==> src/rtl/axi_lite_bus_arbiter.sv <==
// Two-requester AXI4-Lite arbiter: fetch (m0, read-only) and mem (m1, read/write) share one downstream port.
// Optional build macro ARB_ROUND_ROBIN_EN switches read contention from fixed m1 priority to round robin.
module axi_lite_bus_arbiter #(
    parameter int ADDR_W = 32
) (
    input  logic              clk,
    input  logic              rstn,
    input  logic [ADDR_W-1:0] m0_araddr,
    input  logic [2:0]        m0_arprot,
    input  logic              m0_arvalid,
    output logic              m0_arready,
    output logic [31:0]       m0_rdata,
    output logic [1:0]        m0_rresp,
    output logic              m0_rvalid,
    input  logic              m0_rready,
    input  logic [ADDR_W-1:0] m1_araddr,
    input  logic [2:0]        m1_arprot,
    input  logic              m1_arvalid,
    output logic              m1_arready,
    output logic [31:0]       m1_rdata,
    output logic [1:0]        m1_rresp,
    output logic              m1_rvalid,
    input  logic              m1_rready,
    input  logic [ADDR_W-1:0] m1_awaddr,
    input  logic [2:0]        m1_awprot,
    input  logic              m1_awvalid,
    output logic              m1_awready,
    input  logic [31:0]       m1_wdata,
    input  logic [3:0]        m1_wstrb,
    input  logic              m1_wvalid,
    output logic              m1_wready,
    output logic [1:0]        m1_bresp,
    output logic              m1_bvalid,
    input  logic              m1_bready,
    output logic [ADDR_W-1:0] s_araddr,
    output logic [2:0]        s_arprot,
    output logic              s_arvalid,
    input  logic              s_arready,
    input  logic [31:0]       s_rdata,
    input  logic [1:0]        s_rresp,
    input  logic              s_rvalid,
    output logic              s_rready,
    output logic [ADDR_W-1:0] s_awaddr,
    output logic [2:0]        s_awprot,
    output logic              s_awvalid,
    input  logic              s_awready,
    output logic [31:0]       s_wdata,
    output logic [3:0]        s_wstrb,
    output logic              s_wvalid,
    input  logic              s_wready,
    input  logic [1:0]        s_bresp,
    input  logic              s_bvalid,
    output logic              s_bready,
    output logic              busy,
    output logic [2:0]        o_dbg_state
);

    localparam logic [2:0] ST_IDLE    = 3'd0;
    localparam logic [2:0] ST_RD_ADDR = 3'd1;
    localparam logic [2:0] ST_RD_DATA = 3'd2;
    localparam logic [2:0] ST_WR_ADDR = 3'd3;
    localparam logic [2:0] ST_WR_RESP = 3'd4;

    logic [2:0] r_state, w_state_nxt;
    logic       r_gnt, w_gnt_nxt;
    logic       r_aw_done, w_aw_done_nxt;
    logic       r_w_done, w_w_done_nxt;
    logic       w_rd_req, w_rd_pick;
    logic       w_in_rd_addr, w_in_rd_data, w_in_wr_addr, w_in_wr_resp;
    logic       w_aw_hs, w_w_hs;

    assign w_rd_req = m0_arvalid | m1_arvalid;

`ifdef ARB_ROUND_ROBIN_EN
    logic r_last;

    // On contention the reader not granted last time wins; a lone request always wins.
    assign w_rd_pick = (m0_arvalid && m1_arvalid) ? ~r_last : m1_arvalid;

    always_ff @(posedge clk) begin
        if (!rstn) begin
            r_last <= 1'b0;
        end else if (r_state == ST_IDLE && w_rd_req) begin
            r_last <= w_rd_pick;
        end
    end
`else
    assign w_rd_pick = m1_arvalid;
`endif

    assign w_in_rd_addr = (r_state == ST_RD_ADDR);
    assign w_in_rd_data = (r_state == ST_RD_DATA);
    assign w_in_wr_addr = (r_state == ST_WR_ADDR);
    assign w_in_wr_resp = (r_state == ST_WR_RESP);

    // A handshake is valid && ready in the same cycle; outside its phase every valid/ready is held at 0.
    assign s_araddr   = r_gnt ? m1_araddr : m0_araddr;
    assign s_arprot   = r_gnt ? m1_arprot : m0_arprot;
    assign s_arvalid  = w_in_rd_addr & (r_gnt ? m1_arvalid : m0_arvalid);
    assign m0_arready = w_in_rd_addr & ~r_gnt & s_arready;
    assign m1_arready = w_in_rd_addr &  r_gnt & s_arready;

    assign s_rready   = w_in_rd_data & (r_gnt ? m1_rready : m0_rready);
    assign m0_rvalid  = w_in_rd_data & ~r_gnt & s_rvalid;
    assign m1_rvalid  = w_in_rd_data &  r_gnt & s_rvalid;
    assign m0_rdata   = s_rdata;
    assign m0_rresp   = s_rresp;
    assign m1_rdata   = s_rdata;
    assign m1_rresp   = s_rresp;

    assign s_awaddr   = m1_awaddr;
    assign s_awprot   = m1_awprot;
    assign s_awvalid  = w_in_wr_addr & m1_awvalid & ~r_aw_done;
    assign m1_awready = w_in_wr_addr & ~r_aw_done & s_awready;
    assign s_wdata    = m1_wdata;
    assign s_wstrb    = m1_wstrb;
    assign s_wvalid   = w_in_wr_addr & m1_wvalid & ~r_w_done;
    assign m1_wready  = w_in_wr_addr & ~r_w_done & s_wready;

    assign s_bready   = w_in_wr_resp & m1_bready;
    assign m1_bvalid  = w_in_wr_resp & s_bvalid;
    assign m1_bresp   = s_bresp;

    assign busy        = (r_state != ST_IDLE);
    assign o_dbg_state = r_state;

    assign w_aw_hs = s_awvalid & s_awready;
    assign w_w_hs  = s_wvalid & s_wready;

    always_comb begin
        w_state_nxt   = r_state;
        w_gnt_nxt     = r_gnt;
        w_aw_done_nxt = r_aw_done;
        w_w_done_nxt  = r_w_done;
        case (r_state)
            ST_IDLE: begin
                // Reads are served ahead of a pending write.
                if (w_rd_req) begin
                    w_gnt_nxt   = w_rd_pick;
                    w_state_nxt = ST_RD_ADDR;
                end else if (m1_awvalid) begin
                    w_gnt_nxt   = 1'b1;
                    w_state_nxt = ST_WR_ADDR;
                end
            end
            ST_RD_ADDR: begin
                if (s_arvalid && s_arready) w_state_nxt = ST_RD_DATA;
            end
            ST_RD_DATA: begin
                if (s_rvalid && s_rready) w_state_nxt = ST_IDLE;
            end
            ST_WR_ADDR: begin
                if ((r_aw_done || w_aw_hs) && (r_w_done || w_w_hs)) begin
                    w_aw_done_nxt = 1'b0;
                    w_w_done_nxt  = 1'b0;
                    w_state_nxt   = ST_WR_RESP;
                end else begin
                    w_aw_done_nxt = r_aw_done | w_aw_hs;
                    w_w_done_nxt  = r_w_done | w_w_hs;
                end
            end
            ST_WR_RESP: begin
                if (s_bvalid && s_bready) w_state_nxt = ST_IDLE;
            end
            default: w_state_nxt = ST_IDLE;
        endcase
    end

    always_ff @(posedge clk) begin
        if (!rstn) begin
            r_state   <= ST_IDLE;
            r_gnt     <= 1'b0;
            r_aw_done <= 1'b0;
            r_w_done  <= 1'b0;
        end else begin
            r_state   <= w_state_nxt;
            r_gnt     <= w_gnt_nxt;
            r_aw_done <= w_aw_done_nxt;
            r_w_done  <= w_w_done_nxt;
        end
    end

endmodule

==> config.mk <==
export PLATFORM = sky130hd
export DESIGN_NAME = axi_lite_bus_arbiter
export DESIGN_NICKNAME = d
export VERILOG_FILES = /design/src/rtl/axi_lite_bus_arbiter.sv
export SDC_FILE = /design/constraint.sdc
export NUM_CORES = 1
export LEC_CHECK = 0
export CORE_AREA = 2 2 147 149
export CTS_CLUSTER_DIAMETER = 40
export DETAILED_ROUTE_END_ITERATION = 6
export DIE_AREA = 0 0 149 151
export DONT_BUFFER_PORTS = 1
export GPL_ROUTABILITY_DRIVEN = 0
export MAX_ROUTING_LAYER = met4
export PLACE_DENSITY = 0.3
export SYNTH_ARGS = -nofsm -noshare
export SYNTH_HDL_FRONTEND = slang
export SYNTH_SLANG_ARGS = --single-unit
==> constraint.sdc <==
create_clock -name clk -period 1.49 [get_ports clk]
set_input_delay 0.298 -clock clk [delete_from_list [all_inputs] [get_ports clk]]
set_output_delay 0.298 -clock clk [all_outputs]
set_load 0.05 [all_outputs]
* Yosys cells after proc, flatten, opt, wreduce, memory -nomap -nowiden
Cells that the tools add are included.
** Cells by class
- Mux-type cells :: 15
- Reductions and logical operators :: 11
- Bitwise operators :: 28
- Equality and inequality tests :: 9
** Operator list (number)
- two-way mux 32 bit :: 1
- bitwise AND 1 bit :: 22
- two-way mux 3 bit :: 7
- case mux 3 bit (5 select lines) :: 1
- != test 2 x 1 -> 1 bit (second input constant) :: 4
- == test 3 x 2 -> 1 bit (second input constant) :: 2
- two-way mux 1 bit :: 6
- AND reduction 5 bit :: 1
- logical AND 1 bit :: 4
- == test 3 x 1 -> 1 bit (second input constant) :: 1
- == test 3 bit (second input constant) :: 1
- zero test 3 bit :: 1
- != test 3 bit (second input constant) :: 1
- NOT 1 bit :: 3
- OR 1 bit :: 3
- nonzero test 3 bit :: 1
- logical OR 1 bit :: 2
- AND reduction 2 bit :: 1
- nonzero test 2 bit :: 1
** Word-level totals
- Register bits :: 6
- Input bits :: 191
- Word-level logic and storage cells :: 67
- Output and inout bits :: 192

* Logic depth before layout (Yosys ltp)
- Depth after elaboration :: 8
- Gate-level depth with buffers :: 5
- Depth with buffers taken out :: 4

* Least setup slack after synthesis
OpenSTA, ideal clock, no wires.
- Kind :: register to output
- From :: register r_state[1] (netlist: o_dbg_state[1])
- To :: output m0_rvalid
- Data required time :: 1192 ps
- Buffers on the path :: 1
- Arrival :: 2453 ps
- Path slack :: -1261 ps
- Cell stages (with the launch flop) :: 4
- Path through :: dfxtp_1 buf_2 nand2_1 nor4_1
** On the way
- Cells in the longest elaborated chain, start to end :: 3
** Ends and longest elaborated chain
- start, declared :: line 64 : logic [2:0] r_state, w_state_nxt;
- start signal, assigned :: line 176 : r_state <= w_state_nxt;
- == test 3 x 2 -> 1 bit :: line 92 : assign w_in_rd_data = (r_state == ST_RD_DATA);
- bitwise AND 1 bit (2 in series) :: line 104 : assign m0_rvalid = w_in_rd_data & ~r_gnt & s_rvalid;
- end, declared :: line 14 : output logic m0_rvalid,
No other way between the ends.

* Worst setup path in the final report
- From :: register r_state[2] (netlist: o_dbg_state[2])
- To :: output s_wvalid
** On the way
- Cells in the longest elaborated chain, start to end :: 3
** Ends and longest elaborated chain
- == test 3 x 2 -> 1 bit :: line 93 : assign w_in_wr_addr = (r_state == ST_WR_ADDR);
- bitwise AND 1 bit (2 in series) :: line 117 : assign s_wvalid = w_in_wr_addr & m1_wvalid & ~r_w_done;
- end, declared :: line 49 : output logic s_wvalid,
No other way between the ends.

==> out/results.tsv <==
metric	value	unit
outcome	finished with violations	
violated checks	setup timing	
most frequent cells in the layout	35 x mux2_4, 14 x buf_4, 13 x buf_12	
maximum VDD drop	0.0003874	V
vias	1112	
row count	53	
total CTS buffers	3	
largest net degree at the start of global routing	13	
Final Cell Area	2021	µm²
maximum fanout along the worst path	8	
Final Cycle Share	108.7	%
clock root buffer	clkbuf_16	
mapped cell area	1933	µm²
fin util	9.704	%
synthesized netlist cell count	240	
syn avg cell area	8.055	µm²
unique cell type count in the Yosys netlist	29	
Routed WL	6268	µm
Placed Area	1562	µm²
Int Pwr	2204	µW
per-cell routed wire length	15.44	µm
Port Buf Inserts	0	
Max-Cap Viols	0	
clock share of power	9.7	%
Avg Vias per Cell	2.739	
sw power	2456	µW
Startpoint Class	flop	
global-route total usage across every layer	4.864	%
clock skew	0.004346	ns
Worst Path Required	1.19	ns
Clock Sinks	6	
number of global-route vias before repair	1224	
core footprint	20820	µm²
DRC errors left	0	
CP Class	reg -> out	
global-route wire length before repair	7555	µm
Final Max Slew Viols	0	
sequential share of power	7.8	%
Initial DRC Count	26	
DP HPWL	5185	µm
Hold Fails Final Rpt	0	
Slew Limit Headroom	80.76	%
commonest non-fill, non-tap cell in the layout	mux2_4	
total negative slack	-3.413	ns
sequential share of the synthesized area	6.214	%
DR pass1 iterations	4	
area grow syn2layout	4.531	%
Leak Pwr	0.0007289	µW
PnR worst setup slack	-0.1293	ns
die width	149	µm
CTS H-tree depth	1	
share of cells above drive strength 1	71.54	%
cts hold-fix bufs	0	
Crit path arrival time	1.32	ns
Synthesis Warnings	0	
CTS tree	built	
clock tree buffer depth	2	
die area	22500	µm²
Final ANT Viol Nets	0	
CTS clk-pin slew, worst paths	0.04	ns
switching part of the total	52.71	%
Die Ht	151	µm
P per Cell Area	2306	nW/µm²
post-layout min period	1.619	ns
fmax	617.5	MHz
initial antenna violation count	1	
IO Count	383	
fin nets	322	
RSZ-0062 raised after global routing	true	
GRT Residual Overflow	0	
Synth Register Bits	6	
type of the most critical hold path	in -> reg	
worst-margin pin slew	0.2864	ns
crit end category	output port	
Logic pwr share	82.4	%
Skew-Pair Late Insertion Delay	0.23	ns
Final setup viols	47	
syn_nets	431	
Starting Density	9.284	%
[timing repair]
action,in CTS,in global routing
buffers inserted,8,3
gates cloned,2,1
resized for setup,51,9
endpoints found under the setup margin,47,47
pin swaps,2,3
[power groups by stage]
stage                     Combinational, µW  Clock [µW]  Sequential [µW]
after floorplan                        3330           0              381
after global placement                 2930           0              372
after detailed placement               2930           0              376
after CTS                              3680         464              362
after global routing                   3980         473              379
final                                  3840         453              365
[layout make-up]
cell class | instances | area (µm²)
Timing Repair Buffer | 33 | 483.0
Multi-Input combinational cell | 85 | 969.7
Fill cell | 2395 | 18800
Inverter | 2 | 7.507
Antenna cell | 1 | 2.502
Clock buffer | 4 | 78.83
Sequential cell | 6 | 135.1
Tap cell | 275 | 344.1
[sequential cells by signal (all words and copies together), names as in the netlist]
| signal | cells |
|---|---|
| o_dbg_state | 3 |
| r_aw_done | 1 |
| r_gnt | 1 |
| r_w_done | 1 |
[cells in the mapped netlist, drive strengths merged]
| library cell | number | area [µm²] |
|---|---|---|
| o211a | 1 | 10.01 |
| dfxtp | 6 | 120.1 |
| a31oi | 3 | 18.77 |
| a21oi | 2 | 10.01 |
| a21boi | 1 | 7.510 |
| nor2b | 1 | 6.260 |
| and3b | 1 | 8.760 |
| mux2 | 35 | 394.1 |
| o211ai | 1 | 7.510 |
| inv | 2 | 7.510 |
| nor4 | 1 | 6.260 |
| nor3b | 6 | 50.05 |
| and2 | 3 | 18.77 |
| nand3b | 2 | 15.01 |
| o21ai | 4 | 20.02 |
| buf | 147 | 1095 |
| and3 | 1 | 6.260 |
| nor2 | 7 | 26.28 |
| nand3 | 3 | 15.01 |
| and4 | 1 | 8.760 |
| nand2 | 6 | 22.52 |
| o221ai | 1 | 15.01 |
| mux2i | 3 | 33.78 |
| nor3 | 2 | 10.01 |
[kinds of logic (layout without fill, tap and decap cells)]
family	Yosys count	count (layout)	share of synthesized area [%]
mux	38	38	22.14
compound gates	13	13	4.596
buf+inv	149	39	57.02
flops	6	6	6.214
other cells	0	1	0
simple gates	34	34	10.03
[layer usage]
metal  global-route usage (%)  up-vias  wire length [µm]
li1                         -      433                 -
met1                    4.008      501              1878
met2                    8.756      121              3251
met3                    1.114       57               628
met4                    5.000        0               510
met5                        -        -                 0
[final timing paths]
kind,cells after the start,start,end,slack (ns)
worst min-delay path,1,rstn,r_gnt,0.19
worst min register to register,2,r_w_done,r_w_done,0.63
worst max-delay path,4,o_dbg_state[2],s_wvalid,-0.13
worst max register to register,5,r_gnt,r_gnt,0.06
[worst max-delay path: stages, from the launching register on]
cell      delay, ns
dfxtp_4        0.37
nand3b_1       0.17
buf_6          0.15
nor3b_4        0.23
buf_12         0.17
[per-stage QoR]
step	power, µW	hold WS (ns)	setup WS, ns	cells
after floorplan	3711	0.4166	-0.2689	240
after global placement	3305	0.4259	0.05703	388
after detailed placement	3302	0.4286	0.03872	388
after CTS	4509	0.1845	-0.1446	402
after global routing	4834	0.1841	-0.1768	406
final	4660	0.1864	-0.1293	406
Note: power is estimated with default switching activity, not from simulation.
